### config.mk
export PLATFORM = sky130hd
export DESIGN_NAME = serial_subtractor
export DESIGN_NICKNAME = d
export VERILOG_FILES = /design/src/rtl/serial_subtractor.sv
export SDC_FILE = /design/constraint.sdc
export NUM_CORES = 1
export LEC_CHECK = 0
export CAP_MARGIN = 40
export CORE_MARGIN = 10
export CORE_UTILIZATION = 49
export DETAILED_ROUTE_END_ITERATION = 8
export GPL_TIMING_DRIVEN = 1
export PLACE_DENSITY = 0.88
export RECOVER_POWER = 100
export SETUP_SLACK_MARGIN = 0.1
export SLEW_MARGIN = 30
export SYNTH_ARGS = -nofsm -noshare
export SYNTH_HDL_FRONTEND = slang
export SYNTH_SLANG_ARGS = --single-unit
export TNS_END_PERCENT = 30
### constraint.sdc
create_clock -name clk -period 1.72 [get_ports clk]
set_clock_uncertainty 0.15 [all_clocks]
set_input_delay 0.172 -clock clk [delete_from_list [all_inputs] [get_ports clk]]
set_output_delay 0.172 -clock clk [all_outputs]
set_load 0.02 [all_outputs]
### src/rtl/serial_subtractor.sv
// serial_subtractor
//   Bit-serial unsigned subtractor computing a - b - bin, LSB first, one bit
//   per clock. The operands and bin are captured on start. The result appears
//   on diff/bout only when the operation completes.
//
// Ports
//   clk    : clock; all state updates on its rising edge
//   rst_n  : asynchronous active-low reset
//   start  : begin one subtraction (sampled only while idle)
//   a, b   : minuend / subtrahend, WIDTH bits
//   bin    : borrow-in
//   diff   : registered result (a - b - bin) mod 2^WIDTH
//   bout   : registered borrow-out (a < b + bin, unsigned)
//   busy   : high while an operation is in progress (SHIFT or DONE)
//   done   : one-cycle pulse in the cycle after diff/bout are updated
module serial_subtractor #(
    parameter int unsigned WIDTH = 4
) (
    input  logic             clk,
    input  logic             rst_n,
    input  logic             start,
    input  logic [WIDTH-1:0] a,
    input  logic [WIDTH-1:0] b,
    input  logic             bin,
    output logic [WIDTH-1:0] diff,
    output logic             bout,
    output logic             busy,
    output logic             done
);

    localparam int unsigned      CNT_W    = (WIDTH > 2) ? $clog2(WIDTH) : 1;
    localparam logic [CNT_W-1:0] LAST_BIT = CNT_W'(WIDTH - 1);

    typedef enum logic [1:0] {
        IDLE  = 2'd0,
        SHIFT = 2'd1,
        DONE  = 2'd2
    } state_t;

    state_t             state_q, state_d;
    logic [WIDTH-1:0]   a_sh_q, a_sh_d;
    logic [WIDTH-1:0]   b_sh_q, b_sh_d;
    logic [WIDTH-1:0]   res_q, res_d;
    logic [WIDTH-1:0]   diff_q, diff_d;
    logic [CNT_W-1:0]   cnt_q, cnt_d;
    logic               br_q, br_d;
    logic               bout_q, bout_d;

    logic               a_bit;
    logic               b_bit;
    logic               d_bit;
    logic               br_next;
    logic [WIDTH-1:0]   res_shifted;

    always_comb begin
        // Full-subtractor cell on the current LSBs of the operand shifters.
        a_bit       = a_sh_q[0];
        b_bit       = b_sh_q[0];
        d_bit       = a_bit ^ b_bit ^ br_q;
        br_next     = (~a_bit & b_bit) | (~(a_bit ^ b_bit) & br_q);
        res_shifted = {d_bit, res_q[WIDTH-1:1]};

        state_d = state_q;
        a_sh_d  = a_sh_q;
        b_sh_d  = b_sh_q;
        res_d   = res_q;
        diff_d  = diff_q;
        cnt_d   = cnt_q;
        br_d    = br_q;
        bout_d  = bout_q;

        case (state_q)
            IDLE: begin
                if (start) begin
                    a_sh_d  = a;
                    b_sh_d  = b;
                    br_d    = bin;
                    res_d   = '0;
                    cnt_d   = '0;
                    state_d = SHIFT;
                end
            end
            SHIFT: begin
                res_d  = res_shifted;
                a_sh_d = a_sh_q >> 1;
                b_sh_d = b_sh_q >> 1;
                br_d   = br_next;
                cnt_d  = cnt_q + CNT_W'(1);
                // The last bit's result is taken straight from the shifted
                // value so diff is loaded on the same edge that enters DONE.
                if (cnt_q == LAST_BIT) begin
                    diff_d  = res_shifted;
                    bout_d  = br_next;
                    state_d = DONE;
                end
            end
            DONE: begin
                state_d = IDLE;
            end
            default: begin
                state_d = IDLE;
            end
        endcase
    end

    always_ff @(posedge clk or negedge rst_n) begin
        if (!rst_n) begin
            state_q <= IDLE;
            a_sh_q  <= '0;
            b_sh_q  <= '0;
            res_q   <= '0;
            diff_q  <= '0;
            cnt_q   <= '0;
            br_q    <= 1'b0;
            bout_q  <= 1'b0;
        end else begin
            state_q <= state_d;
            a_sh_q  <= a_sh_d;
            b_sh_q  <= b_sh_d;
            res_q   <= res_d;
            diff_q  <= diff_d;
            cnt_q   <= cnt_d;
            br_q    <= br_d;
            bout_q  <= bout_d;
        end
    end

    assign diff = diff_q;
    assign bout = bout_q;
    assign busy = (state_q != IDLE);
    assign done = (state_q == DONE);

endmodule

-- Word-level counts from Yosys, hierarchy flattened
Cells that the tools add are included.
- mux-type cells: 13
- bitwise operators: 7
- add/subtract/negate cells: 1
- eq/ne operators: 5
- reduce and logical (&&, ||, !) cells: 6
- operator list (cell ; number):
    4-bit case mux with 2 select lines ; 3
    4-bit 2-to-1 mux ; 3
    2-bit case mux with 2 select lines ; 2
    2-bit 2-to-1 mux ; 3
    2-bit AND reduction ; 3
    2-bit == test (second input constant) ; 2
    2-bit != test (second input constant) ; 2
    2-bit nonzero test ; 2
    2-bit by 1-bit adder with 2-bit output (second input constant) ; 1
    1-bit AND ; 2
    2-bit by 1-bit == test with 1-bit output (second input constant) ; 1
    2-bit logical NOT ; 1
    1-bit inverter ; 2
    1-bit case mux with 2 select lines ; 1
    1-bit XOR ; 2
    1-bit 2-to-1 mux ; 1
    1-bit OR ; 1
- word-level logic and storage cells: 40
- register bits: 22
- input bits: 12
- output and inout port bits: 7

-- Depth between registers and ports, before layout
Gate-level depths: netlist of run 1.
- depth after elaboration: 5
- gate-level depth with buffers: 5
- depth with buffers taken out: 4

-- Worst setup path after synthesis of run 1
No wires, ideal clock.
- path type: reg-to-reg
- start point: register a_sh_q[0]
- end point: register diff_q[3] (netlist: diff[3])
- path slack: 0.319 ns
- required time: 1.445 ns
- data arrival time: 1.127 ns
- period minus slack after synthesis: 1.401 ns
- library setup time: 0.125 ns
- path buffers: 0
- cell stages (with the launch flop): 3
- cell sequence: dfrtp_1 -> fa_1 -> mux2_2
- longest elaborated chain between the ends: 2
- RTL lines (element ; RTL line ; source):
    start: declaration ; 41 ; logic [WIDTH-1:0] a_sh_q, a_sh_d;
    start signal: assignment ; 118 ; a_sh_q <= a_sh_d;
    1-bit XOR (2 in series) ; 59 ; d_bit = a_bit ^ b_bit ^ br_q;
    via d_bit ; 51 ; logic d_bit;
    end signal: assignment ; 121 ; diff_q <= diff_d;
    end: declaration ; 44 ; logic [WIDTH-1:0] diff_q, diff_d;
The timed path passes the listed nets, and every way through them passes these cells.
A chain may end at the register's enable or synchronous reset.

-- Worst setup path after layout of run 1
- start point: register state_q[0]
- end point: output busy
- longest elaborated chain between the ends: 1
- RTL lines (element ; RTL line ; source):
    start: declaration ; 40 ; state_t state_q, state_d;
    start signal: assignment ; 117 ; state_q <= state_d;
    2-bit nonzero test ; 130 ; assign busy = (state_q != IDLE);
    end: declaration ; 27 ; output logic busy,
Every way passes these cells.

==> metrics.md, run 1 <==
| Metric | Value |
|---|---|
| Clock Sink Count | `21` |
| Core area | `0.00192 mm^2` |
| Fill cells | `between 150 and 200` |
| Post-Syn Area | `972 um^2` |
| Layout Nets | `122` |
| Pwr/cell area | `1790 mW/mm^2` |
| Vias in the first global route | `730` |
| Commonest cells after routing, fill and taps aside | `dfrtp_1 (21), clkdlybuf4s50_1 (15), o22ai_1 (10)` |
| Syn Inst Count | `84` |
| Post-Route WL | `1.96 mm` |
| CTS H-tree lvls | `1` |
| Fmax | `0.623 GHz` |
| DR pass1 iterations | `4` |
| First-pass GRT wire length | `3.22 mm` |
| CP endpoint kind | `primary output` |
| Status | `finished clean` |
| CTS tree | `yes` |
| Maxcap violations | `0` |
| Die extent in x | `~65 um` |
| Synth Register Bits | `21` |
| WL met3 | `58 um` |
| Number of library cell types mapped by synthesis | `23` |
| RD Place Congestion | `0.868` |
| Post-DP HPWL | `1.56 mm` |
| Design Power | `2.14 mW` |
| Count of hold-fix buffers inserted at cts | `0` |
| Ys Warns | `0` |
| Post-synthesis sequential area ratio | `54.1%` |
| DRC errors left | `0` |
| Area of the multi-input gates | `378 um^2` |
| Max-slew headroom | `approximately 28%` |
| Slowest Stage Delay on Critical Path | `0.42 ns` |
| Clk_lat worst skew | `0.30 ns` |
| Critical path arrival | `1.28 ns` |
| Fin crit period | `1.61 ns` |
| Crit-path cells | `or2_4 > dlygate4sd2_1` |
| N_diodes | `0` |
| Clock network power share | `10.9%` |
| GRT Total Usage | `under 10%` |
| Pre-CTS setup slack | `0.0548 ns` |
| Port Buf Inserts | `18` |
| DIE HEIGHT | `64.5 um` |
| Final setup fails | `0` |
| Int Pwr | `1.31 mW` |
| Clock transition at path regs | `0.12 ns` |
| Worst hold slack | `0.271 ns` |
| Crit start category | `flop` |
| Total CTS buffers | `3` |
| Period utilization | `93.4%` |
| Final Hold Viols | `0` |
| Worst-Margin Slew | `1.07 ns` |
| Crit path buffers/inverters | `1` |
| CTS root buffer | `clkbuf_4` |
| Crit-path slowest cell | `dfrtp_1` |
| Antenna violations before repair | `0` |
| Clock buffer depth | `2` |
| Storage cell area | `526 um^2` |
| DR vias | `711` |
| Crit Path Max Fanout | `3` |
| Max IR drop VDD | `0.943 mV` |
| WL/cell | `14.6 um` |
| Logic pwr share | `48.2%` |
| Final Max Slew Viols | `0` |
| Final worst setup slack | `0.114 ns` |
| Layout cell share with drive strength beyond 1 | `~15%` |
| Seq pwr share | `40.8%` |
| Syn_area_per_cell | `11.6 um^2` |
| RSZ-0062 raised after global routing | `true` |
| Setup tns final | `0 ns` |
| Static leakage | `0.545 nW` |
| Cell family with most CP delay | `flip-flops` |
| Rows | `16` |
| Met1 wire length | `837 um` |
| Synth-to-Final Area Change | `22.9%` |
| Top routing layer in use | `met4` |
| DRT antenna net count | `0` |
| Worst EP required | `1.40 ns` |
| Largest net degree at the start of global routing | `22` |
| Crit path kind | `flop to primary output` |
| Grt total ovfl | `0` |
| Starting density of the core | `50.6%` |
| Area of the die | `0.00417 mm^2` |
| Synth Net Count | `98` |
| Top Ports | `19` |
| Switch share | `38.7%` |
| Iteration-0 DRC Markers | `26` |
| Routed wl met2 | `1.04 mm` |
| Switching pwr | `0.829 mW` |
| Commonest non-fill, non-tap cell in the layout | `dfrtp_1` |
| Worst Hold Class | `input port to flop` |
| Vias per cell | `5.31` |
-- worst register-to-register path: cells and delay by family (launching register included) --
kind / cells / cell delay [ns]
adders and majority gates: 1 / 0.53
muxes: 1 / 0.27
DFF: 1 / 0.45
-- synthesized netlist by cell type, drive strengths merged --
master	count	area [um^2]
nor2	4	15.0
fa	1	20.0
o22ai	10	62.6
nor4bb	1	10.0
a21oi	7	35.0
inv	7	26.3
o32ai	1	16.3
or2	1	8.76
ha	1	12.5
nand2b	2	12.5
a22o	4	35.0
o211ai	1	7.51
o21bai	1	18.8
nand2	5	18.8
o21ai	6	30.0
buf	4	35.0
nor2b	1	6.26
dfrtp	21	526
nand3b	1	20.0
mux2	5	56.3
-- kinds of logic after synthesis --
| kind of cell | count (synthesis) | share of synthesized area, % |
|---|---|---|
| buffers and inverters | 11 | 6.31 |
| and+or+nand+nor | 15 | 9.40 |
| AOI/OAI and AO/OA | 30 | 21.1 |
| adders and majority gates | 2 | 3.35 |
| muxes | 5 | 5.79 |
| DFF | 21 | 54.1 |
-- registers in the layout, indices dropped and copies added, names as in the netlist --
name,count
a_sh_q,4
b_sh_q,4
bout,1
br_q,1
cnt_q,2
diff,4
res_q,3
state_q,2
-- final timing paths --
kind / start / endpoint / slack, ns / cells after the start
worst min register to register: diff[0] / diff[0] / 0.37 / 1
min in group asynchronous: rst_n / bout / 0.42 / 2
max in group asynchronous: rst_n / br_q / 0.36 / 2
worst min-delay path: b[3] / b_sh_q[3] / 0.27 / 3
worst max-delay path: state_q[0] / busy / 0.11 / 2
worst max register to register: a_sh_q[0] / diff[3] / 0.22 / 2
-- through the flow --
step | std cells | utilization, % | area [um^2]
2_1_floorplan | 84 | - | 972
3_3_place_gp | 129 | 61.5 | 1180
3_5_place_dp | 129 | 61.5 | 1180
4_1_cts | 134 | 63.3 | 1220
5_1_grt | 134 | 62.2 | 1190
6_report | 134 | 62.2 | 1190
-- area by class of cell --
class,count,share of cell area [%]
flip-flops and latches,21,44.0
inverters,7,2.20
multi-input cells,52,31.6
well taps,27,2.83
clock inverters,1,0.419
clock buffers,3,1.88
repair buffers,23,17.1
-- power groups by stage --
stage	Combinational, mW	Sequential (mW)	Clock (mW)
floorplan	0.709	0.913	0
global placement	1.03	0.880	0
detailed placement	1.05	0.893	0
CTS	1.07	0.878	0.238
global route	1.13	0.903	0.263
finish	1.03	0.874	0.234
-- metal layers --
metal / up-vias / GRT usage, %
li1: 353 / -
met1: 342 / 11.0
met2: 14 / 16.4
met3: 2 / 1.72
met4: 0 / 5.35
met5: - / 0
-- what timing repair did --
| action | 4_1_cts | 5_1_grt |
|---|---|---|
| endpoints found under the hold margin | 0 | 0 |
| resized for setup | 4 | 1 |
| buffers inserted | 1 | 0 |
| endpoints found under the setup margin | 2 | 6 |
(Power assumes the default switching activity.)
==> run 2, diff against run 1 <==
Settings changed: REMOVE_ABC_BUFFERS set to 1.
==> run 2 against run 1 <==
  * Sequential power increased by 2%
  * Critical path depth stayed put
  * Hold slack worse by 0.0010 ns
  * Final area decreased by 0.94%
  * Critical endpoint unchanged
  * Critical path type unchanged
  * Utilization shrank 0.59 points
  * Die area unchanged
  * Via count grew 4.5%
==> metrics.md, run 2 (same netlist as run 1, synthesis figures left out) <==
| Metric | Value |
|---|---|
| Core area | `0.00192 mm^2 (unchanged)` |
| DIE HEIGHT | `64.5 um (unchanged)` |
| First-pass GRT wire length | `3.80 mm (+18%)` |
| CTS root buffer | `clkbuf_4` |
| DR vias | `743 (+4.5%)` |
| Commonest non-fill, non-tap cell in the layout | `dfrtp_1` |
| Antenna violations before repair | `0 (unchanged)` |
| WL/cell | `17.3 um (+18%)` |
| Post-DP HPWL | `1.73 mm (+11%)` |
| DRC errors left | `0 (unchanged)` |
| Crit path buffers/inverters | `1 (unchanged)` |
| Final Max Slew Viols | `0 (unchanged)` |
| Layout cell share with drive strength beyond 1 | `14.0% (-0.93 points)` |
| Die extent in x | `64.5 um (unchanged)` |
| Final setup fails | `0 (unchanged)` |
| Top Ports | `19 (unchanged)` |
| Clock Sink Count | `21 (unchanged)` |
| Synth-to-Final Area Change | `21.8%` |
| Critical path arrival | `1.31 ns (+0.03 ns)` |
| Worst Hold Class | `input port to flop` |
| Maxcap violations | `0 (unchanged)` |
| Pwr/cell area | `1830 mW/mm^2 (+2.1%)` |
| Total CTS buffers | `3 (unchanged)` |
| Worst EP required | `1.40 ns (about the same)` |
| Final Hold Viols | `0 (unchanged)` |
| Placed cell count | `130 (+0.78%)` |
| DRT antenna net count | `0 (unchanged)` |
| Period utilization | `95.1% (+1.7 points)` |
| Starting density of the core | `50.6% (unchanged)` |
| Max-slew headroom | `28.5% (+0.091 points)` |
| Final Non-Filler Cells | `134 (unchanged)` |
| Clock transition at path regs | `0.12 ns (about the same)` |
| Crit-path cells | `or2_4 > dlygate4sd2_1` |
| Commonest cells after routing, fill and taps aside | `dfrtp_1 (21), clkdlybuf4s50_1 (14), o22ai_1 (10)` |
| Setup tns final | `0 ns (unchanged)` |
| Grt total ovfl | `0 (unchanged)` |
| RD Place Congestion | `0.871 (+0.35%)` |
| Crit-path slowest cell | `dfrtp_1` |
| Area of the die | `0.00417 mm^2 (unchanged)` |
| N_diodes | `0 (unchanged)` |
| Clock buffer depth | `2 (unchanged)` |
| Port Buf Inserts | `18 (unchanged)` |
| DR pass1 iterations | `4 (unchanged)` |
| Crit start category | `flop` |
| Fmax | `0.612 GHz (-1.8%)` |
| Slowest Stage Delay on Critical Path | `0.43 ns (about the same)` |
| Cell family with most CP delay | `flip-flops` |
| Max IR drop VDD | `0.698 mV (-26%)` |
| Vias per cell | `5.54 (+4.5%)` |
| GRT Total Usage | `11.3% (+1.7 points)` |
| CP endpoint kind | `primary output` |
| Post-Route WL | `2.32 mm (+18%)` |
| Clk_lat worst skew | `0.31 ns (about the same)` |
| CTS tree | `yes` |
| Fin crit period | `1.64 ns (+0.0290 ns)` |
| Rows | `16 (unchanged)` |
| Iteration-0 DRC Markers | `35 (+35%)` |
| Status | `finished clean` |
| Worst-Margin Slew | `1.07 ns (-0.00137 ns)` |
| Static leakage | `0.536 nW (-1.6%)` |
| RSZ-0062 raised after global routing | `true` |
| Count of hold-fix buffers inserted at cts | `0 (unchanged)` |
| Layout Nets | `122 (unchanged)` |
| CTS H-tree lvls | `1 (unchanged)` |
| Largest net degree at the start of global routing | `22 (unchanged)` |
| Vias in the first global route | `781 (+7.0%)` |
| Crit Path Max Fanout | `4 (+1)` |
| Crit path kind | `flop to primary output` |
==> run 2: changes by cell type in the layout (fill, tap and decap cells not counted), sizes merged <==
cell,change
dlygate4sd2,+1
clkbuf,-2
buf,+2
clkdlybuf4s50,-1
==> run 2: final cells by class <==
type / count / area [um^2]
flip-flops and latches: 21 / 526
fillers: 161 / 738
clock inverters: 1 / 5.00
repair buffers: 23 / 205
multi-input cells: 52 / 365
clock buffers: 3 / 22.5
well taps: 27 / 33.8
inverters: 7 / 26.3
==> run 2: worst min-delay path, stage by stage <==
cell             delay [ns]
clkdlybuf4s50_1        0.39
nand2_1                0.06
o21ai_0                0.07
==> run 2: worst paths after layout <==
check | slack [ns] | end | depth (start not counted) | start
setup / recovery | 0.08 | busy | 2 | state_q[0]
setup reg to reg | 0.15 | diff[0] | 3 | state_q[1]
min in group asynchronous | 0.44 | a_sh_q[0] | 2 | rst_n
max in group asynchronous | 0.34 | res_q[1] | 2 | rst_n
hold / removal | 0.27 | a_sh_q[3] | 3 | a[3]
hold reg to reg | 0.37 | cnt_q[0] | 1 | cnt_q[0]
==> run 2: routing by layer <==
layer  wire length [um]  global-route usage [%]  share of wire (%)  vias up
met5                  0                       0                  0        -
met4                 24                    4.81                1.0        0
met3                 57                    2.23                2.5        2
met2               1190                    20.0                 51       16
met1               1050                    12.9                 45      377
li1                   -                       -                  -      348
==> run 2: where the power goes <==
part / internal [mW] / switching (mW)
Sequential: 0.722 / 0.171
Clock: 0.0870 / 0.154
Combinational: 0.489 / 0.542
==> run 2: what timing repair did <==
action                     4_1_cts  5_1_grt
setup endpoints to repair        3        6
buffers inserted                 0        0
resized for setup                2        2
pin swaps                        0        0
==> run 2: through the flow <==
stage          setup WS [ns]  hold slack (ns)  utilization, %  power [mW]  cell area (um^2)
4_1_cts               0.0739           0.0814            63.2        2.22              1210
5_1_grt               0.0387            0.283            61.6        2.32              1180
3_3_place_gp           0.168            0.316            61.8        1.92              1190
6_report              0.0847            0.270            61.6        2.16              1180
2_1_floorplan          0.319           -0.274               -        1.56               937
3_5_place_dp           0.111            0.342            61.8        1.99              1190
